==> config.mk <==
export PLATFORM = sky130hd
export DESIGN_NAME = sort_arbiter
export DESIGN_NICKNAME = d
export VERILOG_FILES = /design/src/rtl/sort_arbiter.sv
export SDC_FILE = /design/constraint.sdc
export NUM_CORES = 1
export LEC_CHECK = 0
export CORE_AREA = 5 5 372 374
export CTS_BUF_LIST = sky130_fd_sc_hd__clkbuf_4
export DETAILED_ROUTE_END_ITERATION = 7
export DIE_AREA = 0 0 377 379
export GPL_TIMING_DRIVEN = 1
export HOLD_SLACK_MARGIN = 0.03
export PLACE_DENSITY = 0.45
export SETUP_SLACK_MARGIN = 0.1
export SYNTH_ARGS = -nofsm -noshare
export SYNTH_HDL_FRONTEND = slang
export SYNTH_SLANG_ARGS = --single-unit
==> constraint.sdc <==
create_clock -name clk -period 14.5 [get_ports clk]
set_input_delay 1.45 -clock clk [delete_from_list [all_inputs] [get_ports clk]]
set_output_delay 1.45 -clock clk [all_outputs]
set_load 0.01 [all_outputs]
==> src/rtl/sort_arbiter.sv <==
`default_nettype none
//------------------------------------------------------------------------------
// sort_arbiter: round-robin front end sharing one merge-sort engine (rev 1.0)
//------------------------------------------------------------------------------
module sort_arbiter #(
   parameter int NUM_REQ    = 2,
   parameter int STRING_LEN = 8,
   parameter int WORD_NUM   = 3,
   parameter int TIMEOUT    = 1024
) (
   input  logic                                       clk,
   input  logic                                       rst,
   input  logic [NUM_REQ-1:0]                         req,
   input  logic [NUM_REQ*STRING_LEN*WORD_NUM*8-1:0]   req_data,
   input  logic [NUM_REQ-1:0]                         req_sort_num,
   output logic [NUM_REQ-1:0]                         gnt,
   output logic [NUM_REQ-1:0]                         done,
   output logic [NUM_REQ-1:0]                         err,
   output logic [STRING_LEN*WORD_NUM*8-1:0]           result_data,
   output logic                                       busy,
   output logic                                       eng_start,
   output logic [STRING_LEN*WORD_NUM*8-1:0]           eng_data_in,
   output logic                                       eng_sort_num,
   input  logic                                       eng_sorted,
   input  logic [STRING_LEN*WORD_NUM*8-1:0]           eng_data_out
);

   localparam int BLK_W = STRING_LEN*WORD_NUM*8;
   localparam int IDX_W = $clog2(NUM_REQ);
   localparam int CNT_W = $clog2(TIMEOUT+1);

   localparam logic [CNT_W-1:0]   CNT_EXPIRE = CNT_W'(TIMEOUT-1);
   localparam logic [CNT_W-1:0]   CNT_SAT    = CNT_W'(TIMEOUT);
   localparam logic [CNT_W-1:0]   CNT_ONE    = CNT_W'(1);
   localparam logic [IDX_W-1:0]   IDX_LAST   = IDX_W'(NUM_REQ-1);
   localparam logic [NUM_REQ-1:0] ONE_HOT0   = NUM_REQ'(1);

   typedef enum logic [2:0] {
      S_IDLE    = 3'd0,
      S_LOAD    = 3'd1,
      S_START   = 3'd2,
      S_WAIT    = 3'd3,
      S_RELEASE = 3'd4
   } state_t;

   state_t             state, state_nxt;
   logic [IDX_W-1:0]   last, last_nxt;
   logic [CNT_W-1:0]   cnt, cnt_nxt;
   logic [NUM_REQ-1:0] gnt_nxt, done_nxt, err_nxt;
   logic [BLK_W-1:0]   result_nxt, data_in_nxt;
   logic               busy_nxt, start_nxt, sort_nxt;

   logic [BLK_W-1:0]   req_blk [NUM_REQ];
   logic               win_found;
   logic [IDX_W-1:0]   win_idx;
   int                 cand;

   for (genvar i = 0; i < NUM_REQ; i++) begin : g_req_blk
      assign req_blk[i] = req_data[i*BLK_W +: BLK_W];
   end

   // Round-robin search beginning one past the previous winner
   always_comb begin
      win_found = 1'b0;
      win_idx   = '0;
      cand      = 0;
      for (int k = 1; k <= NUM_REQ; k++) begin
         cand = int'(last) + k;
         if (cand >= NUM_REQ) begin
            cand = cand - NUM_REQ;
         end
         if (!win_found && req[IDX_W'(cand)]) begin
            win_found = 1'b1;
            win_idx   = IDX_W'(cand);
         end
      end
   end

   always_comb begin
      state_nxt   = state;
      last_nxt    = last;
      cnt_nxt     = cnt;
      gnt_nxt     = gnt;
      done_nxt    = '0;
      err_nxt     = '0;
      start_nxt   = 1'b0;
      data_in_nxt = eng_data_in;
      sort_nxt    = eng_sort_num;
      result_nxt  = result_data;

      case (state)
         S_IDLE: begin
            gnt_nxt = '0;
            if (win_found) begin
               gnt_nxt     = ONE_HOT0 << win_idx;
               data_in_nxt = req_blk[win_idx];
               sort_nxt    = req_sort_num[win_idx];
               last_nxt    = win_idx;
               state_nxt   = S_LOAD;
            end
         end
         S_LOAD: begin
            start_nxt = 1'b1;
            state_nxt = S_START;
         end
         S_START: begin
            cnt_nxt   = '0;
            state_nxt = S_WAIT;
         end
         S_WAIT: begin
            cnt_nxt = (cnt == CNT_SAT) ? cnt : cnt + CNT_ONE;
            // A completion arriving on the expiry cycle still counts as success
            if (eng_sorted) begin
               result_nxt     = eng_data_out;
               done_nxt[last] = 1'b1;
               state_nxt      = S_RELEASE;
            end else if (cnt == CNT_EXPIRE) begin
               err_nxt[last]  = 1'b1;
               state_nxt      = S_RELEASE;
            end
         end
         S_RELEASE: begin
            gnt_nxt   = '0;
            state_nxt = S_IDLE;
         end
         default: begin
            gnt_nxt   = '0;
            state_nxt = S_IDLE;
         end
      endcase

      busy_nxt = (state_nxt != S_IDLE);
   end

   always_ff @(posedge clk or posedge rst) begin
      if (rst) begin
         state        <= S_IDLE;
         last         <= IDX_LAST;
         cnt          <= '0;
         gnt          <= '0;
         done         <= '0;
         err          <= '0;
         busy         <= 1'b0;
         eng_start    <= 1'b0;
         eng_data_in  <= '0;
         eng_sort_num <= 1'b0;
         result_data  <= '0;
      end else begin
         state        <= state_nxt;
         last         <= last_nxt;
         cnt          <= cnt_nxt;
         gnt          <= gnt_nxt;
         done         <= done_nxt;
         err          <= err_nxt;
         busy         <= busy_nxt;
         eng_start    <= start_nxt;
         eng_data_in  <= data_in_nxt;
         eng_sort_num <= sort_nxt;
         result_data  <= result_nxt;
      end
   end

endmodule
`default_nettype wire
==> results by stage, run 1 <==
Clock network:
- The maximum number of buffers from clock root to sink is 3.
- The post-cts hold buffer count is 0.
- The level count of the clock H-tree is 4.
- After clock tree synthesis, the repair step resized 0 gates.
- The tree built by TritonCTS fans out to 408 sinks.
- After clock tree synthesis, the clock-pin slew on the worst setup and hold paths is roughly 0.06 ns.
- The CTS tree is yes.
- In this run the clock root is driven by a clkbuf_4.
- The clock reaches the later pin of the worst-skew pair after 1.06 ns.
- The number of clock buffers added by TritonCTS is 136.
- The number of setup buffers added after CTS is 0.

Route:
- The number of design rule violations left after detail routing is 0.
- The via density per instance is 3.659.
- The average wire per cell in the routed design is 23.49 um.
- The vias after detailed routing is 16350.
- After detailed routing, the total wire length is roughly 100 mm.
- In this run the remaining antenna-violating nets after routing total 0.
- The number of DRC violations after detailed-routing iteration 0 is 742.
- The first detailed-routing pass took 5 iterations.

Floorplanning:
- Once the floorplan was initialized, standard cells occupied 12.94% of the core.
- The number of placed I/O pins is 976.
- The die is 377 um wide.
- From bottom edge to top edge, the die measures between 300 and 400 um.
- The standard-cell row count is between 100 and 150.
- The die covers 142900 um^2.
- The core box area is 134600 um^2.

Power and ir drop:
- The design draws 6.368 mW.
- The cell area power density is around 210 nW/um^2.
- The static leakage power is 12.61 nW.
- IR analysis of the VDD net gives a maximum drop of 87.72 uV.

Outcome:
- The flow ran to the end, and the final reports show no timing, DRC or antenna violations.

Worst setup path:
- The launching point of the worst reg2reg path is state[0]$_DFF_PP0_.
- The cell family contributing the most delay on the critical path is buffers and inverters.
- The signal on the critical path passes through clkdlybuf4s50_1.
- In this run the register-to-register setup slack is 11.28 ns.
- The kind of capture point of the worst setup path is an output port.
- Of all nets on the critical path, the largest fanout is 2.
- The number of gates on the worst path with buffers counted is 1.
- The critical path is of the register to output port type.
- Together, buffers and inverters on the worst path number 1.
- The critical path startpoint category is a register.
- The biggest cell delay along the critical path is 0.81 ns.
- The endpoint of the worst-slack reg-to-reg timing path is result_data[170]$_DFFE_PP0P_.
- Measured in cells, the most critical reg-to-reg path has a length of 4.
- In this run the worst setup path terminates at result_data[114].
- The origin of the worst setup path is result_data[114]$_DFFE_PP0P_.
- At the worst endpoint, the arrival time is 2.18 ns.
- The cell at the slowest stage of the critical path is clkdlybuf4s50_1.
- For the worst setup path, the data required time is 13.05 ns.

Timing:
- The relative slew slack is 27.59%.
- The count of final hold-check violations was 0.
- The setup total negative slack is 0 ns.
- Setup violations remaining at the end of the flow were counted as 0.
- For this run, the top clock speed supported by timing is 275.5 MHz.
- The fraction of the cycle the final worst path needs is 25.03%.
- Setup repair after global routing left no endpoint under its margin.
- At the pin with the least slew margin, the transition time is roughly 1.1 ns.
- The post-route clock skew is 0.06223 ns.
- The time the final worst path needs with I/O delays and setup is 3.630 ns.
- The max-slew violation count is 0.

Global routing:
- The number of global-route vias before repair is 16820.
- Global routing finished with a remaining overflow of 0.
- The overall global routing resource usage is 14.04%.
- The global-route wire length before repair is 138.7 mm.
- The number of antenna violations at the first check in global routing is 65.
- Entering global routing, the biggest net connects 198 pins.

Synthesis:
- In this run, synthesis produced a sequential element count of 408.
- The yosys synthesis warning count is 0.
- Summed over its instances, the top area cell type makes up 58.46% of the synthesized netlist area.
- The number of distinct library cells after synthesis is 48.
- The share of the Yosys chip area taken by registers is 58.61%.
- The synthesized netlist occupies a cell area of 17420 um^2.
- The cell type with the highest aggregate area in the netlist is dfrtp_1.
- After technology mapping, the gate count stands at 1582.
- Ranked by total cell area, the synthesized netlist is headed by dfrtp_1 58%, mux2_4 8.6%, nand2_1 8.5%.
- The number of nets in the synthesized netlist is 2167.
- The mean instance size in the synthesized netlist is ~11 um^2.

Cells and area:
- The synthesis-to-finish area growth is 75.88%.
- The layout filler cell count is 14660.
- The sequential cells in the finished layout cover a total of 10210 um^2.
- In the layout the commonest cells are 974 x clkdlybuf4s50_1, 407 x dfrtp_1, 396 x nand2_1.
- The most common cell after layout, fill and taps aside is clkdlybuf4s50_1.
- After the last flow step, the layout net total stands at 3178.
- Summing all multi-input logic gate instances after layout gives 6531 um^2.
- The share of post-route cells with drive strength above 1 is about an eighth.

Job:
- The tool flagged a number of max-cap violations equal to 0.

Placed design:
- The number of port buffers is slightly below 1000.
- The routability-driven placement congestion ratio is 0.7618.
- Detailed placement ended at an HPWL of 82.43 mm.

Worst hold path:
- The type of the worst min-delay path is register to register.
-- flip-flops by register name, indices dropped and copies added, names as in the netlist --
register / flops
eng_start: 1
result_data: 192
state: 3
done: 2
eng_sort_num: 1
last: 1
cnt: 11
eng_data_in: 192
gnt: 2
busy: 1
err: 2
-- worst min path at each step --
stage / startpoint / end / slack (ns) / depth (start not counted)
finish: result_data[52]$_DFFE_PP0P_ / result_data[52]$_DFFE_PP0P_ / 0.49 / 1
global placement: result_data[16]$_DFFE_PP0P_ / result_data[16]$_DFFE_PP0P_ / 0.48 / 1
detailed placement: result_data[52]$_DFFE_PP0P_ / result_data[52]$_DFFE_PP0P_ / 0.48 / 1
CTS: result_data[58]$_DFFE_PP0P_ / result_data[58]$_DFFE_PP0P_ / 0.49 / 1
global route: result_data[18]$_DFFE_PP0P_ / result_data[18]$_DFFE_PP0P_ / 0.51 / 1
floorplan: cnt[9]$_DFFE_PP0P_ / cnt[9]$_DFFE_PP0P_ / 0.50 / 2
-- power breakdown --
part / switching, mW / internal, mW
Clock: 0.576 / 0.695
Combinational: 1.41 / 1.64
Sequential: 0.335 / 1.71
-- synthesized netlist by cell type, drive strengths merged --
| cell | count |
|---|---|
| nor3b | 3 |
| a2bb2oi | 1 |
| o311ai | 2 |
| and3 | 3 |
| nor3 | 3 |
| nand2 | 397 |
| mux2 | 192 |
| dfstp | 1 |
| and2 | 1 |
| a31oi | 194 |
| or4 | 3 |
| o21a | 2 |
| nand2b | 4 |
| nor4b | 1 |
| or3 | 1 |
| nand3 | 12 |
| dfrtp | 407 |
| a41o | 1 |
| nor2b | 1 |
| buf | 72 |
| and3b | 2 |
| o21ai | 4 |
| nand4 | 2 |
| a32o | 1 |
| a22o | 1 |
| inv | 6 |
| nor4 | 3 |
| clkbuf | 43 |
| a21o | 1 |
| o21bai | 1 |
| o41ai | 1 |
| o32ai | 1 |
| a21oi | 3 |
| o2bb2ai | 1 |
| o211ai | 3 |
| a221o | 1 |
| ha | 2 |
| or3b | 1 |
| o311a | 1 |
| nand3b | 2 |
| xor2 | 1 |
| nor2 | 200 |
-- worst register-to-register path, delay by kind of cell (launching register included) --
kind                   cells  cell delay [ns]
AND/OR/NAND/NOR            2             1.10
buffers and inverters      1             0.82
flip-flops                 1             0.67
multiplexers               1             0.50
-- cell families after synthesis --
family	after synthesis	share of synthesized area [%]
compound gates	219	8.051
flops	408	58.61
buf+inv	121	4.115
xor+xnor	1	0.05028
simple gates	639	14.46
mux	192	14.56
fa+ha+maj	2	0.1436
-- area by class of cell --
class	instances	area share, %
flip-flops and latches	408	33.33
repair buffers	988	32.32
multi-input cells	1053	21.32
well taps	1781	7.273
clock buffers	194	4.753
clock inverters	26	0.8044
diodes	13	0.1062
inverters	6	0.09800
-- layer usage --
| metal | track usage, % | vias to the layer above | routed length [um] |
|---|---|---|---|
| li1 | - | 7485 | - |
| met1 | 16.11 | 7910 | 41470 |
| met2 | 24.36 | 747 | 52290 |
| met3 | 6.108 | 180 | 9413 |
| met4 | 2.834 | 30 | 1631 |
| met5 | 0 | - | 188 |
-- per-stage QoR --
| stage | utilization [%] | area [um^2] | hold slack (ns) | setup WS [ns] | cells |
|---|---|---|---|---|---|
| 6_report | 22.76 | 30640 | 0.4862 | 10.87 | 4469 |
| 5_1_grt | 22.75 | 30630 | 0.5080 | 10.63 | 4465 |
| 4_1_cts | 22.74 | 30610 | 0.4931 | 10.56 | 4456 |
| 3_5_place_dp | 21.47 | 28910 | 0.4806 | 10.01 | 4236 |
| 3_3_place_gp | 21.47 | 28910 | 0.4759 | 10.01 | 4236 |
| 2_1_floorplan | - | 17420 | 0.5011 | 1.700 | 1582 |
Note: power is estimated with default switching activity, not from simulation.
==> run 2: changes to the inputs <==
--- a/config.mk
+++ b/config.mk
@@ -5,10 +5,10 @@
 export SDC_FILE = /design/constraint.sdc
 export NUM_CORES = 1
 export LEC_CHECK = 0
-export CORE_AREA = 5 5 372 374
+export CORE_AREA = 5 5 381 383
 export CTS_BUF_LIST = sky130_fd_sc_hd__clkbuf_4
 export DETAILED_ROUTE_END_ITERATION = 7
-export DIE_AREA = 0 0 377 379
+export DIE_AREA = 0 0 386 388
 export GPL_TIMING_DRIVEN = 1
 export HOLD_SLACK_MARGIN = 0.03
 export PLACE_DENSITY = 0.45
==> constraint.sdc (replaced) <==
create_clock -name clk -period 3 [get_ports clk]
set_input_delay 0.3 -clock clk [delete_from_list [all_inputs] [get_ports clk]]
set_output_delay 0.3 -clock clk [all_outputs]
set_load 0.01 [all_outputs]
==> run 2 against run 1 <==
  * Sequential power grew to 4.9 times the previous value
  * Critical path depth up 6
  * Clock skew fell by 0.017 ns
  * Sequential share of layout area is 5.7 points lower
  * Worst hold slack worse by 0.089 ns
  * Via count up 17%
  * Cell count grew 16%
  * First-iteration DRC count grew 16%
  * Combinational power rose to 5.9 times the previous value
  * Register-to-register slack got worse by 11 ns
  * Global-route usage increased by 0.59 points
  * Critical path type is now register to register
  * Highest routed layer unchanged
==> results by stage, run 2 (same netlist as run 1, synthesis figures left out) <==
Outcome:
- The flow ran to the end, and the final reports show no timing, DRC or antenna violations.

Route:
- The remaining number of nets flagged by the antenna check after routing is 0.
- Summing over every cut layer, the via total after detailed routing is 19060.
- In the routed design, unresolved DRC markers number 0.
- After detailed routing, the average wire length per cell comes to 21.90 um.
- The number of DRC violations after detailed-routing iteration 0 is 860.
- The first detailed-routing pass ran for 5 iterations.
- The wire length reported by the detailed router is between 100 and 150 mm.
- After detailed routing, the number of vias per cell comes to 3.663.

Worst setup path:
- In this design, the stage delay of the slowest critical-path cell is about 0.58 ns.
- The worst endpoint data arrival time is 3.50 ns.
- The worst setup path is launched from a register.
- Counting stages on the worst path, the most repeated cell is buf_12.
- The register-to-register setup slack is 0.42 ns.
- The kind of capture point of the worst setup path is a register.
- Among all stages on the critical path, the largest delay is contributed by dlygate4sd3_1.
- The required time at the endpoint of the critical path is 3.92 ns.
- The signal on the critical path passes through buf_4 > nor4b_4 > buf_12 > buf_12 > nor2_1 > a31oi_1 > dlygate4sd3_1.
- The critical path starts at state[0]$_DFF_PP0_.
- The biggest fanout along the worst timing path is between 60 and 70.
- The worst register-to-register path begins at state[0]$_DFF_PP0_.
- The worst setup path is of the register to register kind.

Power and ir drop:
- The part of the total power dissipated in the clock network is roughly 17%.
- Per report_power, the sequential group accounts for 29.4% of the total.
- Net switching is a little over a third of the power.
- In this run the static leakage power is 15.13 nW.
- The net switching power of the design is 12.20 mW.
- The cell area power density is 911.6 nW/um^2.
- Across the VDD grid, the largest voltage drop is 392.5 uV.
- Power comes to roughly 34 mW.
- The portion of total power attributed to combinational logic is 53.5%.
- The internal power of the cells totals 21.49 mW.

Timing:
- Final hold analysis gives a worst-case slack of about 0.40 ns.
- The top achievable clock speed is 387.7 MHz.
- The post-route clock skew is 0.04546 ns.
- Setup repair after global routing left no endpoint under its margin.
- The relative slew slack is 49.93%.
- The max-slew violation count is 0.
- The time the final worst path needs with I/O delays and setup is around 2.6 ns.
- The fraction of the cycle the final worst path needs is between 80% and 90%.
- The transition time at the pin with the least slew margin is 0.7511 ns.
- The count of final hold-check violations came to 0.
- The total setup violations reported at the end of the flow is 0.

Clock network:
- The number of setup buffers added after CTS is 0.
- The later pin in the worst-skew pair is clocked with a latency of 1.05 ns.
- The level count of the clock H-tree is 4.
- The clock net sink count is 408.
- The clock-pin slew reported for the worst setup and hold paths after clock tree synthesis is roughly 0.06 ns.
- The tree is rooted in a clkbuf_4.
- The CTS tree is yes.
- The total clock buffers created by CTS is 132.
- In this run the deepest clock path goes through 3 buffers.

Global routing:
- The overall global routing resource usage is 14.64%.
- The remaining global-route overflow is 0.
- The number of global-route vias before repair is 20280.
- The number of antenna violations at the first check in global routing is 57.
- Entering global routing, the biggest net connects ~120 pins.
- The first global-routing pass estimated ~160 mm of wire.

Cells and area:
- In the layout the commonest cells are 974 x clkdlybuf4s50_1, 581 x dlygate4sd3_1, 407 x dfrtp_1.
- The synthesis-to-finish area growth is 112.1%.
- The net count of the finished layout is 3791.
- The largest registers in the layout are eng_data_in: 192 flops, result_data: 192 flops, cnt: 11 flops.
- In the final layout, the share of cells above drive strength 1 is 11.52%.
- Once layout is complete, the cells apart from fillers number between 5000 and 6000.
- Leaving out fill and tap cells, the most frequent cell in the layout is clkdlybuf4s50_1.

Floorplanning:
- During I/O placement, the number of pins put on the boundary was 976.
- The die covers 149800 um^2.
- In this run the horizontal extent of the chip is 386 um.
- The floorplan has 138 rows.
- The initial cell density of the core is 12.35%.
- The die height is 388 um.
- The core region is 141100 um^2.

Placed design:
- The number of port buffers is 974.
- The instance count after placement with tap cells included is 4381.
- Routability-driven placement finished with a final weighted congestion of 0.8187.
- The post-DP HPWL is 88.61 mm.

Worst hold path:
- The type of the worst min-delay path is input pin to asynchronous set/reset pin.

Job:
- The tool flagged a number of max-cap violations equal to 0.
run 2: changes by cell type in the layout (fill, tap and decap cells not counted), sizes merged:
cell / delta
buf: +36
bufinv: -5
clkbuf: -12
clkinv: +11
clkinvlp: -1
diode: +9
dlygate4sd3: +581
inv: +6
run 2: per-layer routing:
metal / track usage [%] / vias to the layer above / wire length, um
met3: 4.892 / 219 / 9644
met4: 4.388 / 12 / 3236
met1: 17.99 / 9336 / 46950
met2: 24.24 / 774 / 54050
li1: - / 8720 / -
met5: 0 / - / 72
run 2: power by group through the flow:
stage	logic [mW]	clock network [mW]	registers (mW)
3_5_place_dp	15.5	0	9.91
4_1_cts	18.3	6.13	9.90
5_1_grt	19.2	6.39	10.2
6_report	18.0	5.77	9.91
3_3_place_gp	15.6	0	9.87
2_1_floorplan	5.13	0	11.0
run 2: final timing paths:
check	to	depth (start not counted)
worst max-delay path	eng_data_in[50]$_DFFE_PP0P_	7
worst min-delay path	result_data[90]$_DFFE_PP0P_	4
worst max register to register	eng_data_in[50]$_DFFE_PP0P_	7
worst min register to register	result_data[27]$_DFFE_PP0P_	1
max in group asynchronous	eng_data_in[9]$_DFFE_PP0P_	4
min in group clk	result_data[32]$_DFFE_PP0P_	3
run 2: timing repair:
item | in CTS | in global routing
resized for setup | 0 | 0
setup endpoints to repair | 0 | 0
hold buffers | 581 | 0
endpoints found under the hold margin | 799 | 0
run 2: final cells by class:
cell class	instances	area [um^2]
repair buffers	1605	16180
well taps	1890	2365
diodes	22	55.05
multi-input cells	1053	6531
fillers	15150	104100
clock buffers	182	1366
flip-flops and latches	408	10210
clock inverters	37	226.5
inverters	6	26.28
run 2: worst max-delay path, delay by kind of cell, from the launching register on:
| kind | cells | cell delay (ns) |
|---|---|---|
| AND/OR/NAND/NOR | 2 | 0.43 |
| buffers and inverters | 4 | 1.42 |
| AO/OA/AOI/OAI | 1 | 0.15 |
| flip-flops | 1 | 0.37 |
run 2: metrics by stage:
stage	area (um^2)	TNS [ns]	util [%]	setup WS, ns
2_1_floorplan	17430	-1139.60	-	-2.797
3_3_place_gp	29500	0	20.91	0.6618
3_5_place_dp	29500	0	20.91	0.6316
4_1_cts	36900	0	26.16	0.2442
5_1_grt	36940	0	26.19	0.2629
6_report	36960	0	26.20	0.4207
